File: src/rtl/iob_wishbone2iob.sv
// Wishbone classic slave to IOb native bridge: one IOb request per Wishbone access.
// Define IOB_WB2IOB_TIMEOUT_EN to add a ready_i timeout that ends the access with wb_error_o.
module iob_wishbone2iob #(
  parameter int ADDR_W    = 32,
  parameter int DATA_W    = 32,
  parameter int TIMEOUT_W = 8
) (
  input  logic                clk_i,
  input  logic                arst_i,
  input  logic [ADDR_W-1:0]   wb_addr_i,
  input  logic [DATA_W/8-1:0] wb_select_i,
  input  logic                wb_we_i,
  input  logic                wb_cyc_i,
  input  logic                wb_stb_i,
  input  logic [DATA_W-1:0]   wb_data_i,
  output logic                wb_ack_o,
  output logic                wb_error_o,
  output logic [DATA_W-1:0]   wb_data_o,
  output logic                valid_o,
  output logic [ADDR_W-1:0]   address_o,
  output logic [DATA_W-1:0]   wdata_o,
  output logic [DATA_W/8-1:0] wstrb_o,
  input  logic [DATA_W-1:0]   rdata_i,
  input  logic                ready_i
);

`ifdef IOB_WB2IOB_TIMEOUT_EN
  typedef enum logic [1:0] {S_IDLE, S_REQ, S_ACK, S_ERR} state_t;
  localparam logic [TIMEOUT_W-1:0] C_LAST = TIMEOUT_W'((1 << TIMEOUT_W) - 2);
  logic [TIMEOUT_W-1:0] r_count;
  logic                 r_err;
`else
  typedef enum logic [1:0] {S_IDLE, S_REQ, S_ACK} state_t;
`endif

  state_t              r_state;
  logic                r_valid;
  logic                r_ack;
  logic                r_aborted;
  logic [ADDR_W-1:0]   r_addr;
  logic [DATA_W-1:0]   r_wdata;
  logic [DATA_W/8-1:0] r_wstrb;
  logic [DATA_W-1:0]   r_rdata;
  logic                w_abort;

  // An access counts as aborted if cyc has dropped in this or any earlier REQ cycle.
  assign w_abort = r_aborted | ~wb_cyc_i;

  always_ff @(posedge clk_i) begin
    if (arst_i) begin
      r_state   <= S_IDLE;
      r_valid   <= 1'b0;
      r_ack     <= 1'b0;
      r_aborted <= 1'b0;
      r_addr    <= '0;
      r_wdata   <= '0;
      r_wstrb   <= '0;
      r_rdata   <= '0;
`ifdef IOB_WB2IOB_TIMEOUT_EN
      r_count   <= '0;
      r_err     <= 1'b0;
`endif
    end else begin
      r_ack <= 1'b0;
`ifdef IOB_WB2IOB_TIMEOUT_EN
      r_err <= 1'b0;
`endif
      case (r_state)
        S_IDLE: begin
          if (wb_cyc_i && wb_stb_i) begin
            r_addr  <= wb_addr_i;
            r_wdata <= wb_data_i;
            r_wstrb <= wb_we_i ? wb_select_i : '0;
            r_valid <= 1'b1;
            r_state <= S_REQ;
`ifdef IOB_WB2IOB_TIMEOUT_EN
            r_count <= '0;
`endif
          end
        end
        S_REQ: begin
          if (!wb_cyc_i) r_aborted <= 1'b1;
          if (ready_i) begin
            r_valid <= 1'b0;
            if (r_wstrb == '0) r_rdata <= rdata_i;
            if (w_abort) begin
              r_aborted <= 1'b0;
              r_state   <= S_IDLE;
            end else begin
              r_ack   <= 1'b1;
              r_state <= S_ACK;
            end
          end
`ifdef IOB_WB2IOB_TIMEOUT_EN
          // The count would reach all-ones this cycle: give up on the IOb side.
          else if (r_count == C_LAST) begin
            r_valid <= 1'b0;
            r_err   <= ~w_abort;
            r_state <= S_ERR;
          end else begin
            r_count <= r_count + 1'b1;
          end
`endif
        end
        S_ACK: r_state <= S_IDLE;
`ifdef IOB_WB2IOB_TIMEOUT_EN
        S_ERR: begin
          r_aborted <= 1'b0;
          r_state   <= S_IDLE;
        end
`endif
        default: r_state <= S_IDLE;
      endcase
    end
  end

  assign valid_o   = r_valid;
  assign address_o = r_addr;
  assign wdata_o   = r_wdata;
  assign wstrb_o   = r_wstrb;
  assign wb_data_o = r_rdata;
  assign wb_ack_o  = r_ack;
`ifdef IOB_WB2IOB_TIMEOUT_EN
  assign wb_error_o = r_err;
`else
  assign wb_error_o = 1'b0;
`endif

endmodule

File: config.mk
export PLATFORM = sky130hd
export DESIGN_NAME = iob_wishbone2iob
export DESIGN_NICKNAME = d
export VERILOG_FILES = /design/src/rtl/iob_wishbone2iob.sv
export SDC_FILE = /design/constraint.sdc
export NUM_CORES = 1
export LEC_CHECK = 0
export ABC_AREA = 1
export CAP_MARGIN = 20
export CORE_MARGIN = 3
export CORE_UTILIZATION = 39
export DETAILED_ROUTE_END_ITERATION = 8
export PLACE_DENSITY = 0.8
export SYNTH_ARGS = -nofsm -noshare
export SYNTH_HDL_FRONTEND = slang
export SYNTH_SLANG_ARGS = --single-unit
File: constraint.sdc
create_clock -name clk_i -period 1.5 [get_ports clk_i]
set_clock_uncertainty 0.05 [all_clocks]
set_input_delay 0.15 -clock clk_i [delete_from_list [all_inputs] [get_ports clk_i]]
set_output_delay 0.15 -clock clk_i [all_outputs]
set_load 0.01 [all_outputs]
==> results of run 1 <==
-- metal layers --
layer | routed length (µm) | share of wire (%)
met5 | 0 | 0
met1 | 4541 | 40
met4 | 169 | 1.5
met2 | 5746 | 50
met3 | 970 | 8.5
-- what timing repair did --
action | CTS | global route
hold buffers | 0 | 0
resized for setup | 5 | 40
pin swaps | 0 | 0
setup endpoints to repair | 5 | 40
-- power by group through the flow --
stage,Clock (mW),Combinational [mW],Sequential (mW)
floorplan,0,0.388,3.19
global placement,0,1.18,3.11
detailed placement,0,1.20,3.12
CTS,1.85,1.21,3.06
global route,1.96,1.29,3.07
finish,1.79,1.18,3.05
-- kinds of logic (layout without fill, tap and decap cells) --
family,count (synthesis),after routing,synth area share [%]
flip-flops,105,105,54.07
buffers and inverters,68,272,8.207
other,1,1,0.09646
AND/OR/NAND/NOR,281,281,28.55
AO/OA/AOI/OAI,70,70,9.076
-- final cells by class --
type                    instances  share of cell area, %
clock inverters                 7                  1.186
multi-input cells             352                  22.89
repair buffers                220                  36.73
flip-flops and latches        105                  32.67
inverters                      36                  2.100
clock buffers                   9                  1.925
well taps                     129                  2.508
-- worst reg2reg max path, stage by stage (launching register included) --
cell and delay, ns:
dfxtp_1 0.40, nor2_1 0.15, nand3_2 0.14, buf_12 0.20
o21ai_0 0.26, nor2_1 0.08
-- layout by cell type (no fill, tap or decap), drive strengths merged, types with 2 or more instances in the layout --
cell	count
nand2	74
buf	13
dfxtp	105
o21ai	68
dlygate4sd2	5
nand3	8
clkbuf	9
nor4	2
clkdlybuf4s50	162
nor2	196
inv	39
dlymetal6s2s	40
clkinv	2
-- path summary, 6_finish.rpt --
check | depth (start not counted) | slack, ns | from | to
worst max-delay path | 1 | 0.04 | wdata_o[24] | wdata_o[24]
worst max register to register | 5 | 0.12 | r_state[0] | address_o[13]
worst min register to register | 1 | 0.42 | r_aborted | r_state[1]
worst min-delay path | 5 | 0.34 | rdata_i[25] | wb_data_o[25]
-- registers in the layout (all words and copies together), names as in the netlist --
name and cells:
address_o 32, wb_data_o 32, wdata_o 32, wstrb_o 4
r_state 2, r_aborted 1, valid_o 1, wb_ack_o 1
-- metrics by stage --
stage                     cells  cell area, µm²  setup WS [ns]  setup TNS, ns
final                       858            6435        0.03548              0
after global routing        858            6435      0.0004761              0
after CTS                   858            6335       0.001609              0
after detailed placement    842            6141        -0.1141         -1.399
after global placement      842            6141       -0.02910        -0.4315
after floorplan             525            3887         0.2871              0
==> run metrics, run 1 <==
Buf/Inv on CP 1; die height 105.8 µm; Cell variety after synth 21; core area 9459 µm²; via count 3945; routed len/inst 13.32 µm; total chip power 6.017 mW; biggest area consumer among synthesized cells dfxtp_1; ys async rst share 0%; largest net degree at the start of global routing 42; startpoint types flop; Top Usage Layer GRT met2; drc violations 0; Min-Delay Path Class input pin to flop; Avg Inst Size Synth 7.405 µm²; met1 Track Usage GR 22.46%; register area 2102 µm²; Cells after Synth 525; Tmin final 1.465 ns; post-synth top area share 54.07%; synth top area cells dfxtp_1, nor2_1, o21ai_0; most frequent cell after synthesis nor2_1; CP delay by family, top buffers and inverters; max-slew violation count 0; vias in the first global route 3827; post-synthesis net count 631; clk slew on worst S/H paths 0.11 ns; antenna-violating nets left 0; register area share after synthesis 54.07%; Pint 4.429 mW; DR pass1 iterations 4; # fillers 787; Worst path max stage delay 0.56 ns; DR vias/cell 4.598; DP HPWL 8623 µm; Max-Cap Viols 0; Bufs on Longest Clock Path 2; PwrDens 935.0 nW/µm²; synth cell count leaders nor2_1, dfxtp_1, nand2_1; final hold viol count 0; Crit Path Category flop to output pin; count of input and output buffers 207; Comb power frac 19.6%; CTS Buf Count 9; VDD IR max 0.5045 mV; Reg power frac 50.7%; Switch Pwr 1.587 mW; Iter 0 DRT Violations 159; top_reg_cell synth dfxtp_1; nets@finish 830; RePlAce Congestion 0.7365; Post-Route WL 11430 µm; antenna violations before repair 0; Top-Level Pins 209; crit end category output pin; first-pass GRT wire length 18220 µm; Max FO, Critical Path 2; CP max stage cell clkdlybuf4s50_1; status complete, no violations; Area growth, synth to finish 65.53%; Util after Layout 68.03%; Root Buffer clkbuf_8; DIE AREA 11200 µm²; CTS tree yes; Setup Buffers After CTS 0; synth warn 0; H-Tree Depth 3; total gr overflow 0; Yosys reg bits 105; period utilisation layout 97.63%; RSZ-0062 raised after global routing no; # setup viols final 0; CP Data Arrival Time 1.26 ns; antenna cells 0; layout cells sized above 1 4.664%; M2 GR Usage 35.56%; Sink Count 105; footprint of the multi-input gates 1473 µm²; Mapped Area 3887 µm²; die span in x 105.8 µm; Initial Util 41.10%; total global routing track utilization 19.89%; FP Rows 35; Post-synth EDFFs 0; Switching Share 26.38%; worst-skew pair later-pin latency 0.36 ns; crit path cell chain clkdlybuf4s50_1; FMAX 682.8 MHz; clock share of power 29.7%; Global Route met3 Usage 6.001%; CP Data Required Time 1.30 ns; Leak 3.257 nW; Worst Hold Slack 0.3397 ns
Power figures use the tool's default switching activity.
==> inputs of run 2 (changes only) <==
ABC_AREA = not set   (was 1)
CORE_MARGIN = not set   (was 3)
==> run 2 against run 1 <==
Effect of this change: first-iteration DRC count decreased by 20%; critical endpoint is now wb_data_o[9]; critical path depth rose by 3; combinational power fell by 21%; power decreased by 7.4%; the flow now finishes with violations (setup timing); largest power group unchanged; final cell count decreased by 7.8%; area after synthesis increased by 2.4%; register-to-register slack got worse by 0.17 ns; utilization shrank 2.4 points; fmax decreased by 5.5%; via count down 5.9%; count of clock-buffer cells in the layout increased by 2.
==> run metrics, run 2 <==
status finished with violations; failing checks setup timing; DR vias/cell 4.695; DP HPWL 8226 µm; PwrDens 865.0 nW/µm²; Avg Inst Size Synth 8.731 µm²; RSZ-0062 raised after global routing yes; ys async rst share 0%; antenna cells 0; DR pass1 iterations 4; R2R setup slack -0.05 ns; footprint of the multi-input gates 1710 µm²; first-pass GRT wire length 16500 µm; Cells after Synth 456; clk slew on worst S/H paths 0.09 ns; final setup margin -0.05021 ns; die height 103.0 µm; routed len/inst 14.01 µm; Post-synth EDFFs 0; Leak 2.499 nW; dpl cell area 6228 µm²; Crit Path Category flop to flop; startpoint types flop; Yosys reg bits 105; register area share after synthesis 52.80%; DIE AREA 10620 µm²; FMAX 645.1 MHz; Cell variety after synth 22; synth top area cells dfxtp_1, nand2_1, nand2b_1; reg2reg start wstrb_o[3]; Root Buffer clkbuf_8; core area 9819 µm²; # setup viols final 23; commonest non-fill, non-tap cells in the layout clkdlybuf4s50_1, nand2_1, dfxtp_1; layout cells sized above 1 5.167%; register area 2103 µm²; Worst Hold Launch arst_i; post-synth top area share 52.80%; total gr overflow 0; largest net degree at the start of global routing 65; final hold viol count 0; antenna-violating nets left 0; max-slew violation count 0; CTS tree yes; Post-Route WL 11080 µm; nets@finish 760; CP Data Required Time 1.71 ns; Iter 0 DRT Violations 127; VDD IR max 0.5565 mV; CTS Buf Count 9; count of input and output buffers 207; final instance area 6441 µm²; reg2reg end wb_data_o[9]; most frequent cell after synthesis nand2_1; Area growth, synth to finish 61.79%; antenna violations before repair 0; Critical Path Sink wb_data_o[9]; via count 3714; biggest area consumer among synthesized cells dfxtp_1; total chip power 5.572 mW; Min-Delay Path Class input pin to flop; synth cell count leaders nand2_1, dfxtp_1, a21oi_1; Placed Instances 776; synth warn 0; Max-Cap Viols 0; total global routing track utilization 19.79%; cts hold-fix bufs 0; # fillers 858; worst-skew pair later-pin latency 0.34 ns; die span in x 103.0 µm; Mapped Area 3981 µm²; crit end category flop; post-synthesis net count 562; Max FO, Critical Path 18; FP Rows 36; Bufs on Longest Clock Path 2; commonest non-fill, non-tap cell in the layout clkdlybuf4s50_1; vias in the first global route 3554; H-Tree Depth 3; Initial Util 40.55%; drc violations 0; Top-Level Pins 209; Finished Layout Cells 791; period utilisation layout 103.3%; CP Launch Point wstrb_o[3]; Tmin final 1.550 ns; Sink Count 105; CP Data Arrival Time 1.76 ns; RePlAce Congestion 0.7093; top_reg_cell synth dfxtp_1; R2R cell count 4
==> run 2: cell types whose count changed after synthesis, sizes merged, moves of 3 or more <==
cell    before  now
a21oi        1   71
buf         19   16
clkbuf      13   19
inv         36    1
mux2i        0   32
nand2       74  132
nand2b       0   65
nand3        8    4
nor2       196    2
o21ai       68    0
==> run 2: logic make-up (layout without fill, tap and decap cells) <==
family | count (synthesis) | count (layout) | synth area share (%)
simple gates | 210 | 210 | 25.30
flops | 105 | 105 | 52.80
compound gates | 72 | 72 | 9.114
buf+inv | 36 | 238 | 4.651
mux | 32 | 32 | 8.045
other cells | 1 | 1 | 0.09419
==> run 2: cell type report <==
type / instances / area share [%]
Clock buffer: 11 / 2.040
Inverter: 1 / 0.05828
Tap cell: 133 / 2.584
Multi-Input combinational cell: 315 / 26.55
Timing Repair Buffer: 222 / 35.28
Clock inverter: 4 / 0.8353
Sequential cell: 105 / 32.65
==> run 2: what timing repair did <==
item / CTS / global route
gates resized for setup: 4 / 13
setup endpoints to repair: 31 / 45
buffers inserted: 0 / 0
==> run 2: worst max-delay path: stages (launching register included) <==
cell and delay, ns:
dfxtp_2 0.33, or4_4 0.57, nor2_8 0.13, buf_12 0.19, mux2i_1 0.20
==> run 2: how the worst min path moves through the flow <==
stage / end / cells after the start / slack, ns
after global placement: r_state[1] / 1 / 0.38
final: address_o[13] / 2 / 0.15
after floorplan: r_aborted / 1 / 0.20
after detailed placement: wb_ack_o / 1 / 0.39
after CTS: address_o[13] / 2 / 0.13
after global routing: address_o[13] / 2 / 0.17
==> run 2: per-stage QoR <==
step	util, %	setup WS, ns	TNS, ns	hold slack, ns
6_report	65.60	-0.05021	-0.5597	0.1461
5_1_grt	65.60	-0.1205	-2.308	0.1686
3_3_place_gp	63.43	-0.07707	-1.691	0.3826
3_5_place_dp	63.43	-0.1116	-3.672	0.3913
2_1_floorplan	-	0.007742	0	0.1966
4_1_cts	65.27	-0.06234	-0.7706	0.1275
==> run 2: report_power, final <==
part           switching, mW  total (mW)  internal [mW]
sequential            0.0558        2.95           2.90
clock                  0.911        1.68          0.772
combinational          0.368       0.934          0.566
==> run 2: per-layer routing <==
metal  up-vias  GRT usage (%)  wire, µm
li1       1857              -         -
met1      1701          22.34      4509
met2       134          34.97      5404
met3        22          6.441       909
met4         0          6.934       260
met5         -              0         0
